===== src/rtl/cla_pkg.sv =====
// Shared constants and types for the pipelined carry-lookahead adder.
package cla_pkg;

   localparam int CLA_WIDTH  = 64;
   localparam int CLA_STAGES = 4;

   typedef struct packed {
      logic g;
      logic p;
   } gp_t;

   function automatic gp_t gp_of(input logic a, input logic b);
      gp_t r;
      r.g = a & b;
      r.p = a ^ b;
      return r;
   endfunction

endpackage


===== src/rtl/cla_slice.sv =====
// One combinational carry-lookahead slice: every carry is a flat sum of
// generate terms gated by the propagates above them, not a ripple chain.
module cla_slice
   import cla_pkg::*;
#(
   parameter int W = 16
) (
   input  logic [W-1:0] a,
   input  logic [W-1:0] b,
   input  logic         ci,
   output logic [W-1:0] s,
   output logic         co
);

   gp_t  [W-1:0] gp;
   logic [W:0]   c;

   always_comb begin
      for (int i = 0; i < W; i++) begin
         gp[i] = gp_of(a[i], b[i]);
      end
   end

   always_comb begin
      logic acc;
      logic term;
      acc  = 1'b0;
      term = 1'b0;
      c    = '0;
      c[0] = ci;
      for (int i = 0; i < W; i++) begin
         acc = ci;
         for (int j = 0; j <= i; j++) begin
            acc = acc & gp[j].p;
         end
         for (int j = 0; j <= i; j++) begin
            term = gp[j].g;
            for (int m = j + 1; m <= i; m++) begin
               term = term & gp[m].p;
            end
            acc = acc | term;
         end
         c[i+1] = acc;
      end
   end

   always_comb begin
      for (int i = 0; i < W; i++) begin
         s[i] = gp[i].p ^ c[i];
      end
   end

   assign co = c[W];

endmodule


===== src/rtl/cla_pipe_adder.sv =====
// Pipelined adder {cout,sum} = A + B + cin, one WIDTH/STAGES-bit CLA slice per stage.
// Define CLA_PIPE_OVF_EN to add the registered signed-overflow output ovf.
module cla_pipe_adder
   import cla_pkg::*;
#(
   parameter int WIDTH  = CLA_WIDTH,
   parameter int STAGES = CLA_STAGES
) (
   input  logic             clk,
   input  logic             rst_n,
   input  logic [WIDTH-1:0] A,
   input  logic [WIDTH-1:0] B,
   input  logic             cin,
   input  logic             in_valid,
   output logic             in_ready,
   output logic [WIDTH-1:0] sum,
   output logic             cout,
   output logic             out_valid,
`ifdef CLA_PIPE_OVF_EN
   output logic             ovf,
`endif
   input  logic             out_ready
);

   localparam int SW = WIDTH / STAGES;

   logic en;

   assign en       = !out_valid || out_ready;
   assign in_ready = en;

   // Stage k holds the finished low slices in acc_q and only the still
   // unprocessed upper operand bits in g_op, so nothing is stored twice.
   for (genvar k = 0; k < STAGES; k++) begin : g_stg
      localparam int LO   = k * SW;
      localparam int DONE = LO + SW;
      localparam int REM  = WIDTH - DONE;

      logic [WIDTH-LO-1:0] opa_in;
      logic [WIDTH-LO-1:0] opb_in;
      logic [SW-1:0]       s_sl;
      logic                ci;
      logic                co;
      logic                v_in;
      logic [DONE-1:0]     acc_new;
      logic [DONE-1:0]     acc_d;
      logic [DONE-1:0]     acc_q;
      logic                c_d;
      logic                c_q;
      logic                v_d;
      logic                v_q;

      if (k == 0) begin : g_src
         assign opa_in  = A;
         assign opb_in  = B;
         assign ci      = cin;
         assign v_in    = in_valid;
         assign acc_new = s_sl;
      end else begin : g_src
         assign opa_in  = g_stg[k-1].g_op.opa_q;
         assign opb_in  = g_stg[k-1].g_op.opb_q;
         assign ci      = g_stg[k-1].c_q;
         assign v_in    = g_stg[k-1].v_q;
         assign acc_new = {s_sl, g_stg[k-1].acc_q};
      end

      cla_slice #(.W(SW)) u_slice (
         .a  (opa_in[SW-1:0]),
         .b  (opb_in[SW-1:0]),
         .ci (ci),
         .s  (s_sl),
         .co (co)
      );

      always_comb begin
         acc_d = acc_q;
         c_d   = c_q;
         v_d   = v_q;
         if (en) begin
            acc_d = acc_new;
            c_d   = co;
            v_d   = v_in;
         end
      end

      always_ff @(posedge clk) begin
         if (!rst_n) begin
            acc_q <= '0;
            c_q   <= 1'b0;
            v_q   <= 1'b0;
         end else begin
            acc_q <= acc_d;
            c_q   <= c_d;
            v_q   <= v_d;
         end
      end

      if (REM > 0) begin : g_op
         logic [REM-1:0] opa_d;
         logic [REM-1:0] opa_q;
         logic [REM-1:0] opb_d;
         logic [REM-1:0] opb_q;

         always_comb begin
            opa_d = opa_q;
            opb_d = opb_q;
            if (en) begin
               opa_d = opa_in[WIDTH-LO-1:SW];
               opb_d = opb_in[WIDTH-LO-1:SW];
            end
         end

         always_ff @(posedge clk) begin
            if (!rst_n) begin
               opa_q <= '0;
               opb_q <= '0;
            end else begin
               opa_q <= opa_d;
               opb_q <= opb_d;
            end
         end
      end
   end

   assign sum       = g_stg[STAGES-1].acc_q;
   assign cout      = g_stg[STAGES-1].c_q;
   assign out_valid = g_stg[STAGES-1].v_q;

`ifdef CLA_PIPE_OVF_EN
   logic ovf_d;
   logic ovf_q;
   logic msb_a;
   logic msb_b;
   logic msb_s;

   // a^b^s at the MSB recovers the carry into it without exposing slice internals.
   assign msb_a = g_stg[STAGES-1].opa_in[SW-1];
   assign msb_b = g_stg[STAGES-1].opb_in[SW-1];
   assign msb_s = g_stg[STAGES-1].s_sl[SW-1];

   always_comb begin
      ovf_d = ovf_q;
      if (en) begin
         ovf_d = msb_a ^ msb_b ^ msb_s ^ g_stg[STAGES-1].co;
      end
   end

   always_ff @(posedge clk) begin
      if (!rst_n) begin
         ovf_q <= 1'b0;
      end else begin
         ovf_q <= ovf_d;
      end
   end

   assign ovf = ovf_q;
`endif

endmodule


===== config.mk =====
export PLATFORM = sky130hd
export DESIGN_NAME = cla_pipe_adder
export DESIGN_NICKNAME = d
export VERILOG_FILES = /design/src/rtl/cla_pkg.sv /design/src/rtl/cla_slice.sv /design/src/rtl/cla_pipe_adder.sv
export SDC_FILE = /design/constraint.sdc
export NUM_CORES = 1
export LEC_CHECK = 0
export BUFFER_PORTS_ARGS = -buffer_cell sky130_fd_sc_hd__buf_2
export CORE_MARGIN = 5
export CORE_UTILIZATION = 57
export DETAILED_ROUTE_END_ITERATION = 16
export PLACE_DENSITY = 0.79
export SLEW_MARGIN = 10
export SYNTH_ARGS = -nofsm -noshare
export SYNTH_HDL_FRONTEND = slang
export SYNTH_SLANG_ARGS = --single-unit

===== constraint.sdc =====
create_clock -name clk -period 3.2 [get_ports clk]
set_input_delay 0.16 -clock clk [delete_from_list [all_inputs] [get_ports clk]]
set_output_delay 0.16 -clock clk [all_outputs]
set_load 0.05 [all_outputs]

==> After elaboration in Yosys (flattened, before gate mapping) <==
Cells that the tools add are included.
{ "word_totals": {"reg_bits": 360, "out_inout_bits": 67, "wordCells": 1300, "in_bits": 133} }
{ "op_classes": {"n_reduce_logical": 2, "bitwise_logic": 1280} }
{ "op_table": {"columns": ["op", "n"], "rows": [
  ["1-bit AND", 608],
  ["1-bit bitwise OR", 544],
  ["1-bit XOR", 128],
  ["1-bit zero test", 1],
  ["1-bit logical OR", 1]
]} }

==> Depth between registers and ports, before layout <==
Gate-level depths: netlist of run 1.
{ "logic_depth": {"word_depth": 33, "mapped_depth": 9, "depth_no_buf": 9} }

==> Cells and area by module <==
Synthesis of run 1 repeated with hierarchy kept, for this count alone.
{ "unflattened": {"cells_unflattened": 1709, "area_unflattened_um2": 16293.1} }
{ "modules_own_cells": {"columns": ["module", "cells_each", "area_per_inst_um2", "instances"], "rows": [
  ["cla_pipe_adder", 1344, 13492.9, 1],
  ["cla_slice at g_stg[1].u_slice ...", 97, 733.2, 2],
  ["cla_slice at g_stg[3].u_slice", 88, 690.7, 1],
  ["cla_slice at g_stg[0].u_slice", 83, 643.1, 1]
]} }

==> Least setup slack after synthesis of run 1 <==
OpenSTA, ideal clock, no wires.
{ "synth_path": {"path_type": "register to register", "startpoint": "reg g_stg[2].g_op.opa_q[0]", "endpoint": "reg g_stg[3].acc_q[63] (netlist: sum[63])", "path_slack_ns": 0.838, "setup_time_ns": 0.063, "t_required_ns": 3.137, "t_arrival_ns": 2.299, "path_stages_with_launch": 10, "n_path_buf": 0, "cell_sequence": "dfxtp_1 > ha_1 > ha_1 > o211a_1 > o2111ai_1 > a21bo_1 > a21oi_2 > o311a_1 > or3_1 > nand3_1"} }
{ "synth_between": {"elab_chain_cells": 32} }
{ "synth_rtl": {"columns": ["item", "line", "text"], "rows": [
  ["start: declaration", "cla_pipe_adder.sv:100", "logic [REM-1:0] opa_q;"],
  ["start signal: assignment", "cla_pipe_adder.sv:118", "opa_q <= opa_d;"],
  ["1-bit XOR", "cla_pkg.sv:15", "r.p = a ^ b;"],
  ["1-bit AND (15 in a row)", "cla_slice.sv:34", "acc = acc & gp[j].p;"],
  ["1-bit bitwise OR * (15 in a row)", "cla_slice.sv:41", "acc = acc | term;"],
  ["1-bit XOR *", "cla_slice.sv:49", "s[i] = gp[i].p ^ c[i];"],
  ["end signal: assignment", "cla_pipe_adder.sv:88", "acc_q <= '0;"],
  ["end signal: assignment", "cla_pipe_adder.sv:92", "acc_q <= acc_d;"],
  ["end: declaration", "cla_pipe_adder.sv:47", "logic [DONE-1:0] acc_q;"]
]} }
Mark *: on every way between the ends. The rest lies on a longest branch, timed or not.
A chain may end at the register's enable or synchronous reset.

==> Worst setup path in the final report of run 1 <==
{ "layout_path": {"startpoint": "reg g_stg[0].g_op.opa_q[0]", "endpoint": "reg g_stg[1].acc_q[30]"} }
{ "layout_between": {"elab_chain_cells": 30} }
{ "layout_rtl": {"columns": ["item", "line"], "rows": [
  ["start: declaration", "cla_pipe_adder.sv:100"],
  ["start signal: assignment", "cla_pipe_adder.sv:118"],
  ["1-bit XOR", "cla_pkg.sv:15"],
  ["1-bit AND (14 in a row)", "cla_slice.sv:34"],
  ["1-bit bitwise OR * (14 in a row)", "cla_slice.sv:41"],
  ["1-bit XOR *", "cla_slice.sv:49"],
  ["end signal: assignment", "cla_pipe_adder.sv:88"],
  ["end signal: assignment", "cla_pipe_adder.sv:92"],
  ["end: declaration", "cla_pipe_adder.sv:47"]
]} }
Marked as above.

==> flow_summary.html, run 1 <==
<table>
<tr><th>Metric</th><th>Value</th></tr>
<tr><th colspan="2">Cells and area</th></tr>
<tr><td>Number of fill cells</td><td>1904</td></tr>
<tr><td>Area added between synthesis and finish</td><td>23.06%</td></tr>
<tr><td>Fraction of final layout cells sized beyond drive strength 1</td><td>13.40%</td></tr>
<tr><td>Finished Core Util</td><td>71.34%</td></tr>
<tr><td>Non-filler instance count after layout</td><td>2437</td></tr>
<tr><td>Final Instance Area</td><td>0.01796 mm2</td></tr>
<tr><td>Total number of nets in the final design</td><td>2282</td></tr>
<tr><th colspan="2">STA</th></tr>
<tr><td>Highest achievable clock rate</td><td>0.3844 GHz</td></tr>
<tr><td>Setup-violating endpoint count in the final report</td><td>0</td></tr>
<tr><td>Final count of hold timing violations</td><td>0</td></tr>
<tr><td>Final Cycle Share</td><td>81.29%</td></tr>
<tr><td>Final slew viol count</td><td>0</td></tr>
<tr><td>Post-layout worst setup margin</td><td>0.5988 ns</td></tr>
<tr><td>Final Critical Period</td><td>2.601 ns</td></tr>
<tr><td>Max_slew headroom</td><td>44.08%</td></tr>
<tr><td>RSZ-0062 raised after global routing</td><td>no</td></tr>
<tr><td>Worst setup skew after layout</td><td>0.01809 ns</td></tr>
<tr><td>Actual slew at the worst max-slew pin</td><td>0.8388 ns</td></tr>
<tr><td>Hold_ws</td><td>0.1306 ns</td></tr>
<tr><td>Setup TNS</td><td>0 ns</td></tr>
<tr><th colspan="2">Critical path</th></tr>
<tr><td>Critical path origin</td><td>g_stg[0].g_op.opa_q[0]</td></tr>
<tr><td>Endpoint required time on the critical path</td><td>3.62 ns</td></tr>
<tr><td>Most numerous cell on the critical path</td><td>ha_1</td></tr>
<tr><td>CP Capture Type</td><td>flip-flop</td></tr>
<tr><td>WP data arrival</td><td>3.02 ns</td></tr>
<tr><td>Max stage delay cell, worst path</td><td>o311a_1</td></tr>
<tr><td>Beginning of the worst register-to-register path</td><td>g_stg[0].g_op.opa_q[0]</td></tr>
<tr><td>Largest incremental delay on the critical path</td><td>0.41 ns</td></tr>
<tr><td>Cell breakdown of the critical path</td><td>ha_1 &gt; ha_1 &gt; o211ai_1 &gt; a21oi_1 &gt; o21ai_1 &gt; a21boi_1 &gt; o311a_1 &gt; o21a_1 &gt; o31ai_1</td></tr>
<tr><td>Critical path fanouts, max</td><td>5</td></tr>
<tr><td>Kind of start point of the critical path</td><td>flip-flop</td></tr>
<tr><td>Type of the worst setup path</td><td>flip-flop to flip-flop</td></tr>
<tr><th colspan="2">Drt</th></tr>
<tr><td>Vias per cell</td><td>5.358</td></tr>
<tr><td>Average routed wire per standard cell</td><td>14.66 um</td></tr>
<tr><td>Post-route ant nets</td><td>0</td></tr>
<tr><td>Total detailed-routing wirelength</td><td>35.73 mm</td></tr>
<tr><td>Total number of vias</td><td>13060</td></tr>
<tr><td>DRC Markers</td><td>0</td></tr>
<tr><td>1st-iter DRT viols</td><td>1035</td></tr>
<tr><td>Router iterations before antenna repair</td><td>8</td></tr>
<tr><th colspan="2">Placement</th></tr>
<tr><td>HPWL after detailed placement</td><td>21.61 mm</td></tr>
<tr><td>Port-buffer cells</td><td>199</td></tr>
<tr><td>Placed inst area</td><td>0.01571 mm2</td></tr>
<tr><td>Placed cell count</td><td>2268</td></tr>
<tr><td>Pre-CTS worst setup slack</td><td>0.6503 ns</td></tr>
<tr><td>Weighted congestion reported at the end of routability-driven placement</td><td>0.8907</td></tr>
<tr><th colspan="2">Clock network</th></tr>
<tr><td>Count of buffers added by post-CTS timing repair for setup</td><td>0</td></tr>
<tr><td>Number of sinks handled by clock tree synthesis</td><td>360</td></tr>
<tr><td>CTS H-Tree Depth</td><td>2</td></tr>
<tr><td>Worst-Skew Late Latency</td><td>0.52 ns</td></tr>
<tr><td>Largest buffer count on any clock path</td><td>3</td></tr>
<tr><td>Clock edge transition at the registers on the reported setup and hold paths</td><td>0.06 ns</td></tr>
<tr><td>Number of cells upsized or downsized after cts</td><td>0</td></tr>
<tr><td>Clock tree root buffer cell</td><td>clkbuf_16</td></tr>
<tr><td>Number of CTS-inserted buffers</td><td>38</td></tr>
<tr><td>Cts hold-fix bufs</td><td>99</td></tr>
<tr><td>Clock tree from TritonCTS</td><td>done</td></tr>
<tr><th colspan="2">Power and ir drop</th></tr>
<tr><td>Worst vdd ir</td><td>0.4222 mV</td></tr>
<tr><td>P per Cell Area</td><td>570.0 mW/mm2</td></tr>
<tr><td>Leakage power summed over all cells</td><td>7.805 nW</td></tr>
<tr><td>Power consumption</td><td>10.24 mW</td></tr>
<tr><th colspan="2">Yosys</th></tr>
<tr><td>Most used standard cell by instance count after synthesis</td><td>nand2_1</td></tr>
<tr><td>Portion of synthesized cell area occupied by the leading cell type</td><td>49.37%</td></tr>
<tr><td>Sequential area share after synthesis</td><td>49.37%</td></tr>
<tr><td>Mean post-synth cell area</td><td>7.908 um2</td></tr>
<tr><td>Cell types occupying the most area after synthesis</td><td>dfxtp_1, nand2_1, a21oi_1, ha_1, clkbuf_1</td></tr>
<tr><td>Top cell types by occurrence after synthesis</td><td>nand2_1, dfxtp_1, a21oi_1</td></tr>
<tr><td>Yosys cell types</td><td>51</td></tr>
<tr><td>Count of mapped cells out of synthesis</td><td>1846</td></tr>
<tr><td>Cell Area, Synth</td><td>0.01460 mm2</td></tr>
<tr><td>Synthesized netlist net count</td><td>2051</td></tr>
<tr><td>Warnings from Yosys</td><td>0</td></tr>
<tr><td>Synth area leader</td><td>dfxtp_1</td></tr>
<tr><td>Count of flip-flops with a built-in enable after synthesis</td><td>0</td></tr>
<tr><td>FF+latch count, synth</td><td>360</td></tr>
<tr><td>Post-synth top flop</td><td>dfxtp_1</td></tr>
<tr><td>Asr flop ratio synth</td><td>0%</td></tr>
<tr><th colspan="2">Die</th></tr>
<tr><td>Overall die width</td><td>170.0 um</td></tr>
<tr><td>Initial core utilization</td><td>57.97%</td></tr>
<tr><td>Floorplan die height</td><td>170.0 um</td></tr>
<tr><td>Top Ports</td><td>200</td></tr>
<tr><td>Placeable Area</td><td>0.02518 mm2</td></tr>
<tr><td>Number of rows in the core area</td><td>58</td></tr>
<tr><td>Die footprint</td><td>0.02891 mm2</td></tr>
<tr><th colspan="2">Hold path</th></tr>
<tr><td>Hold path startpoint</td><td>B[1]</td></tr>
<tr><td>Worst min-delay path class</td><td>input pin to flip-flop</td></tr>
<tr><th colspan="2">Global routing</th></tr>
<tr><td>Remaining Overflow, GRT</td><td>0</td></tr>
<tr><td>Largest net degree at the start of global routing</td><td>206</td></tr>
<tr><td>Antenna violations before repair</td><td>3</td></tr>
<tr><td>Number of global-route vias before repair</td><td>12540</td></tr>
<tr><td>First-pass GRT wire length</td><td>59.40 mm</td></tr>
<tr><td>GRT Util Overall</td><td>24.20%</td></tr>
<tr><th colspan="2">Job</th></tr>
<tr><td># Max-Cap Violations</td><td>0</td></tr>
<tr><th colspan="2">Outcome</th></tr>
<tr><td>Outcome</td><td>finished, final reports clean</td></tr>
</table>
[worst max-delay path: cells and delay by family (launching register included)]
kind            cells  cell delay [ns]
flops               1             0.34
compound gates      7             1.67
fa+ha+maj           2             0.50
[state kept, by name, summed over array words and instances, names as in the netlist]
register / flops
cout: 1
sum: 64
g_stg.g_op.opa_q: 96
g_stg.g_op.opb_q: 96
g_stg.v_q: 3
g_stg.acc_q: 96
g_stg.c_q: 3
out_valid: 1
[cell type report]
class                      instances  area (um2)  share of cell area, %
clock buffer                      57        1144                  6.366
multi-input combinational       1359        6922                  38.53
tap                              330       412.9                  2.299
clock inverter                    10       107.6                 0.5990
sequential                       360        7207                  40.12
inverter                           7       41.29                 0.2299
antenna                            3       7.507                0.04179
timing repair buffer             311        2122                  11.81
[per-layer routing]
layer | GRT usage (%) | routed length [um] | part of all wire (%) | vias up
li1 | - | - | - | 6628
met1 | 33.04 | 16090 | 45 | 5978
met2 | 39.12 | 16600 | 46 | 375
met3 | 4.274 | 2030 | 5.7 | 77
met4 | 8.194 | 1015 | 2.8 | 0
met5 | 0 | 0 | 0 | -
[placed cells by master (no fill, tap or decap), types with 3 or more instances in the layout]
cell type      count
a211oi_1           9
a21boi_0           3
a21o_1            13
a21oi_1          358
a31oi_1            5
and2_1             5
buf_12             3
buf_2            199
buf_4             10
clkbuf_1           8
clkbuf_16         39
clkbuf_8          10
clkinv_2           6
dfxtp_1          360
diode_2            3
dlygate4sd3_1     99
fa_1               4
ha_1              68
inv_1              5
nand2_1          676
nand3_1           37
nor2_1            29
nor3_1            14
o211ai_1           7
o21a_1            14
o21ai_0           21
o31ai_1            7
or2_2              4
or3_1             16
or4_1              3
xnor2_1           20
xor2_1            13
[where the power goes]
group	leakage (nW)	internal, mW	switching [mW]
Clock	0.622	2.63	1.72
Sequential	2.96	4.73	0.134
Combinational	4.22	0.438	0.589
Total	7.80	7.80	2.44
[final timing paths]
check / to / slack [ns] / cells past startpoint
setup / recovery: g_stg[1].acc_q[30] / 0.60 / 9
hold / removal: g_stg[0].acc_q[1] / 0.13 / 4
setup reg to reg: g_stg[1].acc_q[30] / 0.60 / 9
hold reg to reg: sum[5] / 0.44 / 2
[cells by family after synthesis]
group,share of synthesized area (%)
adders and majority gates,6.377
AOI/OAI and AO/OA,17.37
buffers and inverters,3.266
DFF,49.37
muxes,0.06857
xor gates and xnor gates,1.980
and+or+nand+nor,21.57
Note: power is estimated with default switching activity, not from simulation.
==> inputs of run 2 (changes only) <==
==> constraint.sdc (replaced) <==
create_clock -name clk -period 2.7 [get_ports clk]
set_input_delay 0.135 -clock clk [delete_from_list [all_inputs] [get_ports clk]]
set_output_delay 0.135 -clock clk [all_outputs]
set_load 0.05 [all_outputs]
==> flow_summary.html, run 2 (synthesis results as in run 1) <==
<table>
<tr><th>Metric</th><th>Value</th></tr>
<tr><th colspan="2">Cells and area</th></tr>
<tr><td>Final Instance Area</td><td>0.01808 mm2</td></tr>
<tr><td>Commonest cells after routing, fill and taps aside</td><td>nand2_1, dfxtp_1, a21oi_1</td></tr>
<tr><td>Most common cell after layout, fill and taps aside</td><td>nand2_1</td></tr>
<tr><td>Fraction of final layout cells sized beyond drive strength 1</td><td>13.85%</td></tr>
<tr><td>Finished Core Util</td><td>71.81%</td></tr>
<tr><td>Total number of nets in the final design</td><td>2287</td></tr>
<tr><td>Number of fill cells</td><td>1905</td></tr>
<tr><td>Area added between synthesis and finish</td><td>23.87%</td></tr>
<tr><td>Largest registers in the final layout</td><td>g_stg.acc_q x96, g_stg.g_op.opa_q x96, g_stg.g_op.opb_q x96</td></tr>
<tr><th colspan="2">Critical path</th></tr>
<tr><td>Type of the worst setup path</td><td>flip-flop to flip-flop</td></tr>
<tr><td>Cell breakdown of the critical path</td><td>ha_1 &gt; ha_1 &gt; o211a_1 &gt; o2111ai_2 &gt; a21bo_1 &gt; a21oi_2 &gt; o311a_1 &gt; or3_1 &gt; nand3_1</td></tr>
<tr><td>Endpoint required time on the critical path</td><td>3.15 ns</td></tr>
<tr><td>Largest incremental delay on the critical path</td><td>0.39 ns</td></tr>
<tr><td>CP Capture Type</td><td>flip-flop</td></tr>
<tr><td>Kind of start point of the critical path</td><td>flip-flop</td></tr>
<tr><td>WP data arrival</td><td>2.97 ns</td></tr>
<tr><td>Most numerous cell on the critical path</td><td>ha_1</td></tr>
<tr><td>Max stage delay cell, worst path</td><td>o311a_1</td></tr>
<tr><td>Critical path fanouts, max</td><td>4</td></tr>
<tr><th colspan="2">STA</th></tr>
<tr><td>Highest achievable clock rate</td><td>0.3966 GHz</td></tr>
<tr><td>Final Critical Period</td><td>2.521 ns</td></tr>
<tr><td>Actual slew at the worst max-slew pin</td><td>0.8651 ns</td></tr>
<tr><td>Worst setup skew after layout</td><td>0.005302 ns</td></tr>
<tr><td>Post-layout worst setup margin</td><td>0.1788 ns</td></tr>
<tr><td>Hold_ws</td><td>0.1219 ns</td></tr>
<tr><td>Max_slew headroom</td><td>42.33%</td></tr>
<tr><td>Final count of hold timing violations</td><td>0</td></tr>
<tr><td>Final Cycle Share</td><td>93.38%</td></tr>
<tr><td>Setup-violating endpoint count in the final report</td><td>0</td></tr>
<tr><td>Final slew viol count</td><td>0</td></tr>
<tr><th colspan="2">Clock network</th></tr>
<tr><td>Worst-Skew Late Latency</td><td>0.51 ns</td></tr>
<tr><td>Clock edge transition at the registers on the reported setup and hold paths</td><td>0.06 ns</td></tr>
<tr><td>CTS H-Tree Depth</td><td>2</td></tr>
<tr><td>Number of CTS-inserted buffers</td><td>37</td></tr>
<tr><td>Number of sinks handled by clock tree synthesis</td><td>360</td></tr>
<tr><td>Largest buffer count on any clock path</td><td>3</td></tr>
<tr><td>Count of buffers added by post-CTS timing repair for setup</td><td>0</td></tr>
<tr><td>Clock tree from TritonCTS</td><td>done</td></tr>
<tr><td>Clock tree root buffer cell</td><td>clkbuf_16</td></tr>
<tr><th colspan="2">Outcome</th></tr>
<tr><td>Outcome</td><td>finished, final reports clean</td></tr>
<tr><th colspan="2">Power and ir drop</th></tr>
<tr><td>P per Cell Area</td><td>674.1 mW/mm2</td></tr>
<tr><td>Fraction of power spent switching nets</td><td>23.74%</td></tr>
<tr><td>Power consumption</td><td>12.19 mW</td></tr>
<tr><td>Internal Dissipation</td><td>9.295 mW</td></tr>
<tr><td>Fraction of power consumed by combinational cells</td><td>10.1%</td></tr>
<tr><td>Leakage power summed over all cells</td><td>7.861 nW</td></tr>
<tr><td>NetSw</td><td>2.893 mW</td></tr>
<tr><td>Worst vdd ir</td><td>0.4834 mV</td></tr>
<tr><td>Clock Power Share</td><td>42.5%</td></tr>
<tr><td>Sequential share of power</td><td>47.4%</td></tr>
<tr><th colspan="2">Drt</th></tr>
<tr><td>Post-route ant nets</td><td>0</td></tr>
<tr><td>Vias per cell</td><td>5.381</td></tr>
<tr><td>Total detailed-routing wirelength</td><td>36.36 mm</td></tr>
<tr><td>Router iterations before antenna repair</td><td>5</td></tr>
<tr><td>DRC Markers</td><td>0</td></tr>
<tr><td>Average routed wire per standard cell</td><td>14.90 um</td></tr>
<tr><td>1st-iter DRT viols</td><td>951</td></tr>
<tr><td>Total number of vias</td><td>13140</td></tr>
<tr><th colspan="2">Placement</th></tr>
<tr><td>HPWL after detailed placement</td><td>22.57 mm</td></tr>
<tr><td>Pre-CTS worst setup slack</td><td>0.1282 ns</td></tr>
<tr><td>Weighted congestion reported at the end of routability-driven placement</td><td>0.8844</td></tr>
<tr><td>Port-buffer cells</td><td>199</td></tr>
<tr><td>Placed inst area</td><td>0.01582 mm2</td></tr>
<tr><th colspan="2">Die</th></tr>
<tr><td>Top Ports</td><td>200</td></tr>
<tr><td>Number of rows in the core area</td><td>58</td></tr>
<tr><td>Initial core utilization</td><td>57.97%</td></tr>
<tr><td>Floorplan die height</td><td>170.0 um</td></tr>
<tr><td>Die footprint</td><td>0.02891 mm2</td></tr>
<tr><td>Overall die width</td><td>170.0 um</td></tr>
<tr><td>Placeable Area</td><td>0.02518 mm2</td></tr>
<tr><th colspan="2">Hold path</th></tr>
<tr><td>Worst min-delay path class</td><td>input pin to flip-flop</td></tr>
<tr><th colspan="2">Global routing</th></tr>
<tr><td>Remaining Overflow, GRT</td><td>0</td></tr>
<tr><td>GRT Util Overall</td><td>24.50%</td></tr>
<tr><td>Antenna violations before repair</td><td>2</td></tr>
<tr><td>First-pass GRT wire length</td><td>59.93 mm</td></tr>
<tr><td>Largest net degree at the start of global routing</td><td>148</td></tr>
<tr><td>Number of global-route vias before repair</td><td>12500</td></tr>
<tr><th colspan="2">Job</th></tr>
<tr><td># Max-Cap Violations</td><td>0</td></tr>
</table>
-- run 2: worst paths after layout --
kind	start	to	slack, ns	depth (start not counted)
min	B[3]	g_stg[0].acc_q[3]	0.12	5
max reg2reg	g_stg[2].g_op.opa_q[0]	sum[63]	0.18	9
max	g_stg[2].g_op.opa_q[0]	sum[63]	0.18	9
min reg2reg	sum[39]	sum[39]	0.44	2
-- run 2: area by class of cell --
type	count	area, um2	share of cell area [%]
Clock inverter	10	125.1	0.6919
Sequential cell	360	7207	39.86
Inverter	7	41.29	0.2283
Multi-Input combinational cell	1359	6935	38.35
Tap cell	330	412.9	2.283
Antenna cell	3	7.507	0.04152
Timing Repair Buffer	317	2230	12.33
Clock buffer	55	1124	6.214
-- run 2: worst max-delay path: cells and delay by family (launching register included) --
family / cells / cell delay (ns)
adder cells (fa/ha/maj): 2 / 0.50
AO/OA/AOI/OAI: 5 / 1.17
flip-flops: 1 / 0.34
AND/OR/NAND/NOR: 2 / 0.45
-- run 2: power by group through the flow --
stage                     combinational (mW)  sequential [mW]  clock [mW]
after CTS                               1.22             5.77        5.27
after detailed placement                1.10             5.88           0
final                                   1.24             5.77        5.18
after global placement                  1.07             5.87           0
after global routing                    1.38             5.80        5.51
after floorplan                        0.666             5.96           0
-- run 2: per-layer routing --
| metal | up-vias | share of wire, % | track usage [%] |
|---|---|---|---|
| li1 | 6626 | - | - |
| met1 | 6017 | 44 | 33.01 |
| met2 | 401 | 47 | 39.89 |
| met3 | 91 | 5.9 | 4.321 |
| met4 | 0 | 3.3 | 8.715 |
| met5 | - | 0 | 0 |
-- run 2: timing repair --
item,4_1_cts,5_1_grt
endpoints found under the hold margin,98,0
endpoints found under the setup margin,0,3
resized for setup,0,3
hold buffers,99,0
-- run 2: stage by stage --
step                      cells  setup TNS [ns]
after floorplan            1846               0
after global placement     2274               0
after detailed placement   2274               0
after CTS                  2438               0
after global routing       2440        -0.02944
final                      2441               0
